File: src/rtl/branch_pkg.sv
// Shared constants and result flag type for the branch resolve unit.
package branch_pkg;

   localparam int XLEN_DEFAULT = 32;

   localparam logic [2:0] F3_BEQ  = 3'b000;
   localparam logic [2:0] F3_BNE  = 3'b001;
   localparam logic [2:0] F3_BLT  = 3'b100;
   localparam logic [2:0] F3_BGE  = 3'b101;
   localparam logic [2:0] F3_BLTU = 3'b110;
   localparam logic [2:0] F3_BGEU = 3'b111;

   typedef struct packed {
      logic taken;
      logic mispredict;
      logic illegal;
   } br_flags_t;

endpackage

File: src/rtl/branch_cond_eval.sv
// Combinational evaluation of the six conditional-branch predicates.
module branch_cond_eval
   import branch_pkg::*;
#(
   parameter int XLEN = XLEN_DEFAULT
) (
   input  logic [XLEN-1:0] rs1,
   input  logic [XLEN-1:0] rs2,
   input  logic [2:0]      funct3,
   output logic            taken,
   output logic            illegal
);

   logic eq;
   logic lt;
   logic ltu;

   assign eq  = (rs1 == rs2);
   assign lt  = ($signed(rs1) < $signed(rs2));
   assign ltu = (rs1 < rs2);

   always_comb begin
      taken   = 1'b0;
      illegal = 1'b0;
      case (funct3)
         F3_BEQ:  taken = eq;
         F3_BNE:  taken = !eq;
         F3_BLT:  taken = lt;
         F3_BGE:  taken = !lt;
         F3_BLTU: taken = ltu;
         F3_BGEU: taken = !ltu;
         default: illegal = 1'b1;
      endcase
   end

endmodule

File: src/rtl/branch_resolve_unit.sv
// Registered branch resolution with valid/ready handshake and flush.
// Optional statistics counters are enabled by defining BRANCH_RESOLVE_STATS_EN.
module branch_resolve_unit
   import branch_pkg::*;
#(
   parameter int XLEN  = XLEN_DEFAULT,
   parameter int CNT_W = 16
) (
   input  logic            clock,
   input  logic            reset,
   input  logic            in_valid,
   output logic            in_ready,
   input  logic [2:0]      in_funct3,
   input  logic [XLEN-1:0] in_rs1,
   input  logic [XLEN-1:0] in_rs2,
   input  logic [XLEN-1:0] in_pc,
   input  logic [XLEN-1:0] in_imm,
   input  logic            in_pred_taken,
   input  logic            flush,
`ifdef BRANCH_RESOLVE_STATS_EN
   input  logic             stat_clear,
   output logic [CNT_W-1:0] stat_branches,
   output logic [CNT_W-1:0] stat_mispred,
`endif
   output logic            out_valid,
   input  logic            out_ready,
   output logic            out_taken,
   output logic [XLEN-1:0] out_redirect_pc,
   output logic            out_mispredict,
   output logic            out_illegal
);

   if (XLEN != 32 && XLEN != 64) begin : g_bad_xlen
      $error("branch_resolve_unit: XLEN must be 32 or 64");
   end
   if (CNT_W < 1) begin : g_bad_cnt_w
      $error("branch_resolve_unit: CNT_W must be at least 1");
   end

   logic            cond_taken;
   logic            cond_illegal;
   logic [XLEN-1:0] target_pc;
   logic [XLEN-1:0] fall_pc;
   logic            accept;
   br_flags_t       flags_d;
   br_flags_t       flags_q;
   logic [XLEN-1:0] redirect_q;
   logic            valid_q;

   branch_cond_eval #(.XLEN(XLEN)) u_cond (
      .rs1     (in_rs1),
      .rs2     (in_rs2),
      .funct3  (in_funct3),
      .taken   (cond_taken),
      .illegal (cond_illegal)
   );

   // Both adders wrap naturally at XLEN bits.
   assign target_pc = in_pc + in_imm;
   assign fall_pc   = in_pc + XLEN'(4);

   // Illegal encodings force not-taken, so mispredict reduces to pred_taken.
   assign flags_d.taken      = cond_taken;
   assign flags_d.illegal    = cond_illegal;
   assign flags_d.mispredict = cond_taken ^ in_pred_taken;

   assign in_ready = !valid_q || out_ready;
   assign accept   = in_valid && in_ready;

   always_ff @(posedge clock or posedge reset) begin
      if (reset) begin
         valid_q    <= 1'b0;
         flags_q    <= '0;
         redirect_q <= '0;
      end else if (flush) begin
         valid_q <= 1'b0;
      end else if (accept) begin
         valid_q    <= 1'b1;
         flags_q    <= flags_d;
         redirect_q <= cond_taken ? target_pc : fall_pc;
      end else if (out_ready) begin
         valid_q <= 1'b0;
      end
   end

   assign out_valid       = valid_q;
   assign out_taken       = flags_q.taken;
   assign out_mispredict  = flags_q.mispredict;
   assign out_illegal     = flags_q.illegal;
   assign out_redirect_pc = redirect_q;

`ifdef BRANCH_RESOLVE_STATS_EN
   logic             handshake;
   logic [CNT_W-1:0] br_cnt_q;
   logic [CNT_W-1:0] mp_cnt_q;

   assign handshake = valid_q && out_ready && !flush;

   always_ff @(posedge clock or posedge reset) begin
      if (reset) begin
         br_cnt_q <= '0;
         mp_cnt_q <= '0;
      end else if (stat_clear) begin
         br_cnt_q <= '0;
         mp_cnt_q <= '0;
      end else if (handshake) begin
         if (br_cnt_q != '1)
            br_cnt_q <= br_cnt_q + CNT_W'(1);
         if (flags_q.mispredict && mp_cnt_q != '1)
            mp_cnt_q <= mp_cnt_q + CNT_W'(1);
      end
   end

   assign stat_branches = br_cnt_q;
   assign stat_mispred  = mp_cnt_q;
`endif

endmodule
File: config.mk
export PLATFORM = sky130hd
export DESIGN_NAME = branch_resolve_unit
export DESIGN_NICKNAME = d
export VERILOG_FILES = /design/src/rtl/branch_pkg.sv /design/src/rtl/branch_cond_eval.sv /design/src/rtl/branch_resolve_unit.sv
export SDC_FILE = /design/constraint.sdc
export NUM_CORES = 1
export LEC_CHECK = 0
export ABC_AREA = 1
export BUFFER_PORTS_ARGS = -buffer_cell sky130_fd_sc_hd__buf_2
export CAP_MARGIN = 40
export CORE_UTILIZATION = 48
export CTS_CLUSTER_DIAMETER = 30
export DETAILED_ROUTE_END_ITERATION = 6
export PLACE_DENSITY = 0.8
export SYNTH_ARGS = -nofsm -noshare
export SYNTH_HDL_FRONTEND = slang
export SYNTH_SLANG_ARGS = --single-unit
File: constraint.sdc
create_clock -name clock -period 1.4 [get_ports clock]
set_clock_uncertainty 0.05 [all_clocks]
set_input_delay 0.35 -clock clock [delete_from_list [all_inputs] [get_ports clock]]
set_output_delay 0.35 -clock clock [all_outputs]
set_load 0.03 [all_outputs]
# Word level (Yosys, flattened, before mapping)
# Index checks and enable logic that the tools add are counted.
totals:
  register_bits: 36
  inputBits: 137
  output_inout_bits: 37
  elab_cells: 33
op_classes:
  add_sub_neg: 2
  magnitude_cmp: 2
  n_eq_ne: 6
  n_mux: 6
  bitwise: 2
  n_reduce_logical: 10
op_table:
  columns: ["operator", "n"]
  rows:
  - ["32-bit < comparator", 2]
  - ["32-bit by 3-bit adder with 32-bit output, second input constant", 1]
  - ["32-bit adder", 1]
  - ["32-bit == test", 1]
  - ["32-bit 2-to-1 mux", 1]
  - ["3-bit == test, second input constant", 4]
  - ["1-bit one-hot mux with 6 select lines", 1]
  - ["6-bit OR reduction", 1]
  - ["1-bit logical NOT", 4]
  - ["1-bit 2-to-1 mux", 4]
  - ["3-bit by 1-bit == test with 1-bit output, second input constant", 1]
  - ["3-bit logical NOT", 1]
  - ["3-bit nonzero test", 1]
  - ["2-bit AND reduction", 1]
  - ["1-bit logical AND", 1]
  - ["1-bit logical OR", 1]
  - ["1-bit NOT", 1]
  - ["1-bit bitwise XOR", 1]

# Longest topological paths before layout
# Gate-level depths: netlist of run 1.
logic_depth:
  ltp_word: 5
  mapped_depth: 21
  ltp_nobuf: 20

# By module
# A second synthesis of run 1 with hierarchy kept.
unflattened:
  hier_cells: 971
  area_unflattened_um2: 5620.4
by_module_without_submodules:
  columns: ["mod", "n_inst", "cells_per_inst", "area_per_inst_um2", "seq_area_each_um2"]
  rows:
  - ["branch_resolve_unit", 1, 804, 4616.9, 900.9]
  - ["branch_cond_eval", 1, 167, 1003.5, 0.0]

# Worst setup path before layout of run 1
# No wires, ideal clock.
synth_timing:
  path_type: "input-to-reg"
  startpoint: "in in_pc[0]"
  endpoint: "reg redirect_q[26], in the netlist out_redirect_pc[26]"
  setup_time_ps: 66
  arrival_time_ps: 2037
  required_time_ps: 1284
  path_slack_ps: -753
  cell_stages: 13
  n_path_buf: 0
  cell_sequence: "ha_1 -> inv_1 -> fa_1 -> o21ai_2 -> a21oi_1 -> o21ai_0 -> nand2_1 -> nand3_1 -> xor2_1 -> nand2_1 -> nand2_1 -> nand2_1 -> nand2_1"
synth_between:
  elab_chain_cells: 2
  elab_cells_between_ends: 3
  cone_classes: "add/sub: 2; mux: 1"
synth_lines:
  columns: ["element", "line", "text"]
  rows:
  - ["start: declaration", "branch_resolve_unit.sv:16", "input logic [XLEN-1:0] in_pc,"]
  - ["32-bit by 3-bit adder with 32-bit output / 32-bit adder (equally long branches)", "branch_resolve_unit.sv:60, branch_resolve_unit.sv:59", null]
  - ["32-bit 2-to-1 mux (*)", "branch_resolve_unit.sv:80", "redirect_q <= cond_taken ? target_pc : fall_pc;"]
  - ["end signal: assignment", "branch_resolve_unit.sv:80", null]
  - ["end: declaration", "branch_resolve_unit.sv:47", "logic [XLEN-1:0] redirect_q;"]
# Every way passes the cells marked *; elsewhere a longest branch is shown, timed or not.
# A chain may end at the register's enable or synchronous reset.

# Worst setup path after layout of run 1
layout_timing:
  startpoint: "in in_rs2[13]"
  endpoint: "reg redirect_q[8], in the netlist out_redirect_pc[8]"
layout_between:
  elab_chain_cells: 4
  elab_cells_between_ends: 8
  cone_classes: "order compare: 2; eq/ne: 1; mux: 2; reduce/logical: 3"
layout_lines:
  columns: ["element", "line", "text"]
  rows:
  - ["start: declaration", "branch_resolve_unit.sv:15", "input logic [XLEN-1:0] in_rs2,"]
  - ["32-bit < comparator (tied with other cells)", "branch_cond_eval.sv:20", "assign ltu = (rs1 < rs2);"]
  - ["1-bit logical NOT, on equally long branches", "branch_cond_eval.sv:31, branch_cond_eval.sv:27, branch_cond_eval.sv:29", null]
  - ["1-bit one-hot mux with 6 select lines (*)", "branch_cond_eval.sv:25", "case (funct3)"]
  - ["32-bit 2-to-1 mux (*)", "branch_resolve_unit.sv:80", null]
# Marked as above.

==> flow_results.xml, run 1 <==
<?xml version="1.0" encoding="UTF-8"?>
<metrics>
  <group name="outcome">
    <metric name="run_status" unit="">finished with violations</metric>
    <metric name="violations" unit="">negative setup slack</metric>
  </group>
  <group name="timing">
    <metric name="period_needed" unit="ns">2.27</metric>
    <metric name="slew_of_the_pin_with_the_lowest_slew_margin" unit="ns">0.455</metric>
    <metric name="worst_slew_slack_as_a_fraction_of_its_limit" unit="%">69.6</metric>
    <metric name="grt_setup_unrepaired" unit="">yes</metric>
    <metric name="report.final.hold_viol_count" unit="">0</metric>
    <metric name="worst_hold_slack" unit="ns">0.0649</metric>
    <metric name="final_max_slew_viol_count" unit="">0</metric>
    <metric name="fmax" unit="GHz">0.441</metric>
    <metric name="setup_tns" unit="ns">-27.20</metric>
    <metric name="report.final.setup_viol" unit="">35</metric>
    <metric name="postLayoutSetupSlackWorst" unit="ns">-0.865</metric>
    <metric name="post-route-period-util" unit="%">162</metric>
  </group>
  <group name="clock_tree">
    <metric name="cts_made_buffers" unit="">5</metric>
    <metric name="numClockSinks" unit="">36</metric>
    <metric name="htree_depth" unit="">2</metric>
    <metric name="worstSkewPairLatency" unit="ns">0.28</metric>
    <metric name="path_clk_slew" unit="ns">0.06</metric>
    <metric name="cts_max_path_buffers" unit="">2</metric>
    <metric name="clockRootBuffer" unit="">sky130_fd_sc_hd__clkbuf_16</metric>
    <metric name="cts_hold_buffers" unit="">0</metric>
    <metric name="cts_tree" unit="">done</metric>
  </group>
  <group name="synth">
    <metric name="synth_area" unit="µm²">5530</metric>
    <metric name="avgSynthCellArea" unit="µm²">6.06</metric>
    <metric name="synth_async_sr_flop_share" unit="%">100</metric>
    <metric name="synthCells" unit="">912</metric>
    <metric name="syn-num-nets" unit="">1114</metric>
    <metric name="synth_largest_area_cell" unit="">sky130_fd_sc_hd__nand2_1</metric>
    <metric name="yosys.cell_count.top_type" unit="">sky130_fd_sc_hd__nand2_1</metric>
    <metric name="postSynth.topFlopCell" unit="">sky130_fd_sc_hd__dfrtp_1</metric>
    <metric name="synth.yosys.warnings" unit="">0</metric>
    <metric name="post_synthesis_sequential_area_ratio" unit="%">16.3</metric>
    <metric name="netlist_top_cells_count" unit="">sky130_fd_sc_hd__nand2_1 (296), sky130_fd_sc_hd__inv_1 (122), sky130_fd_sc_hd__nor2_1 (83)</metric>
    <metric name="netlist.area_leader.share" unit="%">20.1</metric>
    <metric name="synthTopCellsByArea" unit="">sky130_fd_sc_hd__nand2_1 (20%), sky130_fd_sc_hd__dfrtp_1 (16%), sky130_fd_sc_hd__ha_1 (14%)</metric>
    <metric name="total_of_flip_flops_plus_latches_after_synthesis" unit="">36</metric>
    <metric name="synth_edf_count" unit="">0</metric>
    <metric name="post_synth_num_cell_types" unit="">37</metric>
  </group>
  <group name="power_and_ir_drop">
    <metric name="power.total" unit="mW">6.85</metric>
    <metric name="total_switching_power" unit="mW">2.99</metric>
    <metric name="power_switching_share" unit="%">43.7</metric>
    <metric name="seq_power_share" unit="%">20.3</metric>
    <metric name="power_per_cell_area" unit="nW/µm²">759</metric>
    <metric name="power.combinational.fraction" unit="%">59.9</metric>
    <metric name="static-leakage-power" unit="nW">4.86</metric>
    <metric name="power_report.internal_total" unit="mW">3.86</metric>
    <metric name="clock_network_power_share" unit="%">19.9</metric>
    <metric name="irDropWorstVdd" unit="V">0.00118</metric>
  </group>
  <group name="floorplanning">
    <metric name="design.die.area" unit="µm²">12000</metric>
    <metric name="die_x" unit="µm">109</metric>
    <metric name="initial_utilization" unit="%">50.1</metric>
    <metric name="num_rows" unit="">38</metric>
    <metric name="dieHeight" unit="µm">109</metric>
    <metric name="floorplan.io_pins" unit="">174</metric>
    <metric name="core_region_area" unit="µm²">11000</metric>
  </group>
  <group name="critical_path">
    <metric name="timing.critical_path.arrival" unit="ns">2.38</metric>
    <metric name="path_class" unit="">in -&gt; reg</metric>
    <metric name="r2r_start" unit="">out_valid</metric>
    <metric name="critical_path_peak_fanout" unit="">16</metric>
    <metric name="critPathCaptureType" unit="">register</metric>
    <metric name="critical_path.startpoint_type" unit="">input port</metric>
    <metric name="cp_data_required_time" unit="ns">1.52</metric>
    <metric name="worst-r2r-cell-count" unit="">9</metric>
    <metric name="reg2reg_setup_slack" unit="ns">-0.16</metric>
    <metric name="timing.rr.end" unit="">out_mispredict</metric>
  </group>
  <group name="routing">
    <metric name="num_vias" unit="">7887</metric>
    <metric name="post-route-drc-count" unit="">0</metric>
    <metric name="wirelength" unit="mm">24.2</metric>
    <metric name="drt_first_iter_violations" unit="">716</metric>
    <metric name="detail_route.vias_per_cell" unit="">5.68</metric>
    <metric name="wl_per_cell" unit="µm">17.4</metric>
    <metric name="drt_first_pass_iters" unit="">6</metric>
    <metric name="final_antenna_net_count" unit="">0</metric>
  </group>
  <group name="finish">
    <metric name="n_fill_cell" unit="">722</metric>
    <metric name="finalCoreUtilization" unit="%">81.8</metric>
    <metric name="nets" unit="">1449</metric>
    <metric name="multiInputGateArea" unit="µm²">4800</metric>
    <metric name="drive_gt1_share" unit="%">41.8</metric>
    <metric name="finalNonFillerCells" unit="">1388</metric>
    <metric name="n_antenna_cell" unit="">0</metric>
    <metric name="synthesis_to_finish_area_growth" unit="%">63.2</metric>
    <metric name="ff_latch_area" unit="µm²">901</metric>
  </group>
  <group name="global_routing">
    <metric name="grt_first_pass_wirelength" unit="mm">33.7</metric>
    <metric name="grt.total_usage" unit="%">36.1</metric>
    <metric name="largest_net_degree_at_the_start_of_global_routing" unit="">37</metric>
    <metric name="first_global_vias" unit="">7141</metric>
    <metric name="antenna_found_initial" unit="">0</metric>
    <metric name="globalRouteOverflowTotal" unit="">0</metric>
  </group>
  <group name="place">
    <metric name="finalWeightedCongestion" unit="">0.982</metric>
    <metric name="io_buffer_count" unit="">173</metric>
    <metric name="numPlacedInstances" unit="">1370</metric>
    <metric name="place_hpwl" unit="mm">15.9</metric>
  </group>
  <group name="run">
    <metric name="timing.max_cap.violations" unit="">0</metric>
  </group>
  <group name="hold_path">
    <metric name="holdCritPathClass" unit="">in -&gt; async</metric>
  </group>
</metrics>
## sequential cells by signal (all words and copies together) (netlist names)
signal,count
out_taken,1
out_redirect_pc,32
out_valid,1
out_illegal,1
out_mispredict,1
## cell type report
| class | count | area share (%) |
|---|---|---|
| clock buffer | 7 | 1.69 |
| clock inverter | 1 | 0.333 |
| inverter | 130 | 5.71 |
| timing repair buffer | 348 | 27.1 |
| tap | 140 | 1.94 |
| sequential | 36 | 9.98 |
| multi-input combinational | 726 | 53.2 |
## worst max-delay path by stage
stage | depth (start not counted) | slack [ns] | to | start
floorplan | 18 | -0.65 | out_redirect_pc[9] | in_rs2[21]
global placement | 19 | -0.98 | out_redirect_pc[28] | in_rs2[21]
detailed placement | 19 | -1.06 | out_redirect_pc[22] | in_rs2[21]
CTS | 19 | -0.66 | out_redirect_pc[9] | in_rs2[21]
global route | 20 | -0.96 | out_redirect_pc[18] | in_rs2[3]
finish | 18 | -0.87 | out_redirect_pc[8] | in_rs2[13]
## metal layers
layer	GRT usage [%]	share of wire [%]	vias up
li1	-	-	3626
met1	45.9	38	3624
met2	63.3	47	501
met3	4.21	9.3	136
met4	12.2	5.4	0
met5	0	0	-
## power by group through the flow
stage / Clock [mW] / Combinational [mW] / Sequential (mW)
5_1_grt: 1.40 / 4.39 / 1.41
3_3_place_gp: 0 / 3.33 / 1.38
4_1_cts: 1.35 / 3.65 / 1.38
2_1_floorplan: 0 / 1.52 / 1.82
3_5_place_dp: 0 / 3.39 / 1.39
6_report: 1.36 / 4.10 / 1.39
## kinds of logic after synthesis
logic type,after synthesis,synth area share [%]
AO/OA/AOI/OAI,95,9.48
XOR/XNOR,54,8.55
adder cells (fa/ha/maj),65,14.8
buffers and inverters,150,10.8
flip-flops,36,16.3
AND/OR/NAND/NOR,512,40.0
## repair_timing
item / CTS / global route
resized for setup: 89 / 83
endpoints found under the setup margin: 35 / 36
pin swaps: 51 / 28
cloned: 2 / 1
buffers inserted: 5 / 2
## critical path: stages
cell and delay (ns):
sky130_fd_sc_hd__buf_2 0.09, sky130_fd_sc_hd__inv_2 0.08, sky130_fd_sc_hd__ha_4 0.30, sky130_fd_sc_hd__nand2_2 0.06
sky130_fd_sc_hd__nor2_4 0.14, sky130_fd_sc_hd__nand2_2 0.09, sky130_fd_sc_hd__nor2_2 0.14, sky130_fd_sc_hd__nand2_2 0.09
sky130_fd_sc_hd__nand2_2 0.08, sky130_fd_sc_hd__o21ai_2 0.08, sky130_fd_sc_hd__inv_2 0.09, sky130_fd_sc_hd__nand2_4 0.07
sky130_fd_sc_hd__nor2_8 0.12, sky130_fd_sc_hd__buf_12 0.14, sky130_fd_sc_hd__buf_12 0.14, sky130_fd_sc_hd__nand4_1 0.13
sky130_fd_sc_hd__nand3_2 0.12, sky130_fd_sc_hd__nand2_1 0.06
## stage by stage
stage                     instance area [µm²]  setup slack [ns]
after floorplan                          5690            -0.651
after global placement                   7960            -0.977
after detailed placement                 7960             -1.06
after CTS                                8650            -0.658
after global routing                     9030            -0.959
final                                    9030            -0.865
## layout by cell type, fill, tap and decap left out, types with 10 or more instances in the layout
cell type	count
sky130_fd_sc_hd__nor2_2	10
sky130_fd_sc_hd__nand2_2	41
sky130_fd_sc_hd__xnor2_1	13
sky130_fd_sc_hd__nand2_1	247
sky130_fd_sc_hd__ha_4	24
sky130_fd_sc_hd__o21ai_0	12
sky130_fd_sc_hd__nand4_1	45
sky130_fd_sc_hd__inv_1	102
sky130_fd_sc_hd__a21oi_2	16
sky130_fd_sc_hd__buf_2	159
sky130_fd_sc_hd__ha_1	39
sky130_fd_sc_hd__xor2_1	37
sky130_fd_sc_hd__buf_6	15
sky130_fd_sc_hd__nand3_1	42
sky130_fd_sc_hd__inv_2	21
sky130_fd_sc_hd__dfrtp_1	36
sky130_fd_sc_hd__nor2_1	69
sky130_fd_sc_hd__a21oi_1	36
sky130_fd_sc_hd__buf_4	161
sky130_fd_sc_hd__nor3_1	15
No activity file was read; power rests on OpenSTA's default activity.
==> run 2: changes to the inputs <==
Settings changed: CORE_UTILIZATION 48 to 49, CTS_BUF_LIST from default to sky130_fd_sc_hd__clkbuf_4, PLACE_DENSITY 0.8 to 0.81.
==> run 2 against run 1 <==
  * The flow still finishes with violations (negative setup slack)
  * First-iteration DRC count increased by 7.7%
  * Global-route usage rose by 2.1 points
  * Highest routed layer unchanged
  * Critical endpoint is now out_redirect_pc[12]
  * Non-clock buffer count rose by 12
  * Count of clock-buffer cells in the layout down 2
==> flow_results.xml, run 2 (synthesized netlist as in run 1, its figures left out) <==
<?xml version="1.0" encoding="UTF-8"?>
<metrics>
  <group name="floorplanning">
    <metric name="dieHeight" unit="µm">108</metric>
    <metric name="core_region_area" unit="µm²">10900</metric>
    <metric name="design.die.area" unit="µm²">11700</metric>
    <metric name="num_rows" unit="">38</metric>
    <metric name="floorplan.io_pins" unit="">174</metric>
    <metric name="die_x" unit="µm">108</metric>
    <metric name="initial_utilization" unit="%">50.6</metric>
  </group>
  <group name="routing">
    <metric name="drt_first_pass_iters" unit="">5</metric>
    <metric name="drt_first_iter_violations" unit="">771</metric>
    <metric name="detail_route.vias_per_cell" unit="">5.64</metric>
    <metric name="wirelength" unit="mm">24.0</metric>
    <metric name="final_antenna_net_count" unit="">0</metric>
    <metric name="num_vias" unit="">7916</metric>
    <metric name="wl_per_cell" unit="µm">17.1</metric>
    <metric name="post-route-drc-count" unit="">0</metric>
  </group>
  <group name="finish">
    <metric name="drive_gt1_share" unit="%">40.1</metric>
    <metric name="largest_register_ff_count" unit="">32</metric>
    <metric name="finalCoreUtilization" unit="%">81.3</metric>
    <metric name="nets" unit="">1465</metric>
    <metric name="layout.cells.most_common_list" unit="">sky130_fd_sc_hd__nand2_1 (263), sky130_fd_sc_hd__buf_4 (171), sky130_fd_sc_hd__buf_2 (164)</metric>
    <metric name="synthesis_to_finish_area_growth" unit="%">60.9</metric>
    <metric name="finalNonFillerCells" unit="">1404</metric>
    <metric name="mostFrequentLayoutCell" unit="">sky130_fd_sc_hd__nand2_1</metric>
    <metric name="n_antenna_cell" unit="">0</metric>
  </group>
  <group name="outcome">
    <metric name="violations" unit="">negative setup slack</metric>
    <metric name="run_status" unit="">finished with violations</metric>
  </group>
  <group name="critical_path">
    <metric name="crit_path_cell_trace" unit="">buf_2, inv_2, ha_4, a21oi_4, nor2_1, nor2_1, nand2_2, nand2_2, nand2_2, nand2_4, nand3_2, nand3_4, buf_6, nand3_4, nand2_1, nand2_1, nand2_1, nand2_1</metric>
    <metric name="critical-path-slowest-cell" unit="">sky130_fd_sc_hd__ha_4</metric>
    <metric name="timing.critical_path.buf_inv" unit="">3</metric>
    <metric name="cp_data_required_time" unit="ns">1.61</metric>
    <metric name="r2r_start" unit="">out_valid</metric>
    <metric name="critPathMaxStageDelay" unit="ns">0.22</metric>
    <metric name="path_class" unit="">in -&gt; reg</metric>
    <metric name="worst_path_most_repeated_cell" unit="">sky130_fd_sc_hd__nand2_1</metric>
    <metric name="critical_path.startpoint_type" unit="">input port</metric>
    <metric name="timing.critical_path.arrival" unit="ns">2.50</metric>
    <metric name="crit_path_start" unit="">in_rs2[5]</metric>
    <metric name="critPathCaptureType" unit="">register</metric>
    <metric name="critical_path.top_delay_family" unit="">simple AND/OR/NAND/NOR gates</metric>
    <metric name="critical_path_peak_fanout" unit="">8</metric>
  </group>
  <group name="clock_tree">
    <metric name="numClockSinks" unit="">36</metric>
    <metric name="cts_made_buffers" unit="">5</metric>
    <metric name="clockRootBuffer" unit="">sky130_fd_sc_hd__clkbuf_4</metric>
    <metric name="cts_max_path_buffers" unit="">2</metric>
    <metric name="worstSkewPairLatency" unit="ns">0.35</metric>
    <metric name="htree_depth" unit="">2</metric>
    <metric name="path_clk_slew" unit="ns">0.13</metric>
    <metric name="cts_tree" unit="">done</metric>
  </group>
  <group name="timing">
    <metric name="post-route-period-util" unit="%">164</metric>
    <metric name="final_max_slew_viol_count" unit="">0</metric>
    <metric name="report.final.setup_viol" unit="">35</metric>
    <metric name="postLayoutSetupSlackWorst" unit="ns">-0.894</metric>
    <metric name="period_needed" unit="ns">2.29</metric>
    <metric name="fmax" unit="GHz">0.436</metric>
    <metric name="slew_of_the_pin_with_the_lowest_slew_margin" unit="ns">0.360</metric>
    <metric name="report.final.hold_viol_count" unit="">0</metric>
    <metric name="grt_setup_unrepaired" unit="">yes</metric>
    <metric name="worst_slew_slack_as_a_fraction_of_its_limit" unit="%">75.7</metric>
    <metric name="setup_tns" unit="ns">-27.05</metric>
  </group>
  <group name="place">
    <metric name="place_hpwl" unit="mm">15.7</metric>
    <metric name="worst_setup_slack_before_clock_tree_synthesis" unit="ns">-1.22</metric>
    <metric name="numPlacedInstances" unit="">1370</metric>
    <metric name="io_buffer_count" unit="">173</metric>
    <metric name="finalWeightedCongestion" unit="">0.948</metric>
  </group>
  <group name="global_routing">
    <metric name="antenna_found_initial" unit="">0</metric>
    <metric name="grt_first_pass_wirelength" unit="mm">35.1</metric>
    <metric name="globalRouteOverflowTotal" unit="">0</metric>
    <metric name="grt.total_usage" unit="%">38.3</metric>
    <metric name="largest_net_degree_at_the_start_of_global_routing" unit="">37</metric>
    <metric name="first_global_vias" unit="">7411</metric>
  </group>
  <group name="power_and_ir_drop">
    <metric name="irDropWorstVdd" unit="V">0.00102</metric>
    <metric name="power.total" unit="mW">6.16</metric>
    <metric name="static-leakage-power" unit="nW">4.89</metric>
    <metric name="power_per_cell_area" unit="nW/µm²">692</metric>
  </group>
  <group name="run">
    <metric name="timing.max_cap.violations" unit="">0</metric>
  </group>
  <group name="hold_path">
    <metric name="holdCritPathClass" unit="">in -&gt; reg</metric>
    <metric name="worst_hold_startpoint" unit="">in_pred_taken</metric>
  </group>
</metrics>
## run 2: changes by cell type in the layout (fill, tap and decap cells not counted), sizes merged
cell / delta
clkinvlp: +1
dlygate4sd3: +1
inv: -1
buf: +11
nand3: +4
clkbuf: -2
clkinv: +2
## run 2: worst reg2reg max path: cells and delay by family (launching register included)
| kind | cells | cell delay (ns) |
|---|---|---|
| AND/OR/NAND/NOR | 4 | 0.42 |
| buffers and inverters | 4 | 0.58 |
| flip-flops | 1 | 0.40 |
## run 2: per-layer routing
layer	track usage, %	vias up	part of all wire, %
met3	4.94	137	9.8
met2	64.6	521	46
li1	-	3675	-
met1	48.7	3583	38
met5	0	-	0
met4	16.2	0	5.8
## run 2: power by group
part / total, mW / internal [mW] / switching [mW]
Combinational: 4.01 / 1.61 / 2.40
Sequential: 1.37 / 1.25 / 0.122
Clock: 0.774 / 0.372 / 0.402
## run 2: repair_timing
item | in CTS | in global routing
pin swaps | 23 | 29
endpoints found under the hold margin | 36 | 0
gates resized for setup | 81 | 51
buffers inserted | 12 | 6
cloned | 6 | 1
hold buffers | 1 | 0
endpoints found under the setup margin | 35 | 36
## run 2: worst paths after layout
check	endpoint	slack (ns)	cells after the start
setup / recovery	out_redirect_pc[12]	-0.89	18
hold / removal	out_mispredict	0.12	2
setup reg to reg	out_redirect_pc[8]	-0.08	8
hold reg to reg	out_redirect_pc[16]	0.43	2
max in group asynchronous	out_redirect_pc[16]	0.59	4
min in group asynchronous	out_redirect_pc[24]	0.52	4
## run 2: through the flow
stage	hold slack, ns	area, µm²
2_1_floorplan	0.363	5690
3_3_place_gp	0.353	7920
3_5_place_dp	0.358	7920
4_1_cts	0.121	8620
5_1_grt	0.118	8890
6_report	0.123	8890
## run 2: layout make-up
cell class,instances,area [µm²]
clock buffer,5,37.5
clock inverter,3,42.5
fill,728,2040
inverter,130,512
multi-input combinational,730,4730
sequential,36,901
tap,140,175
timing repair buffer,360,2500
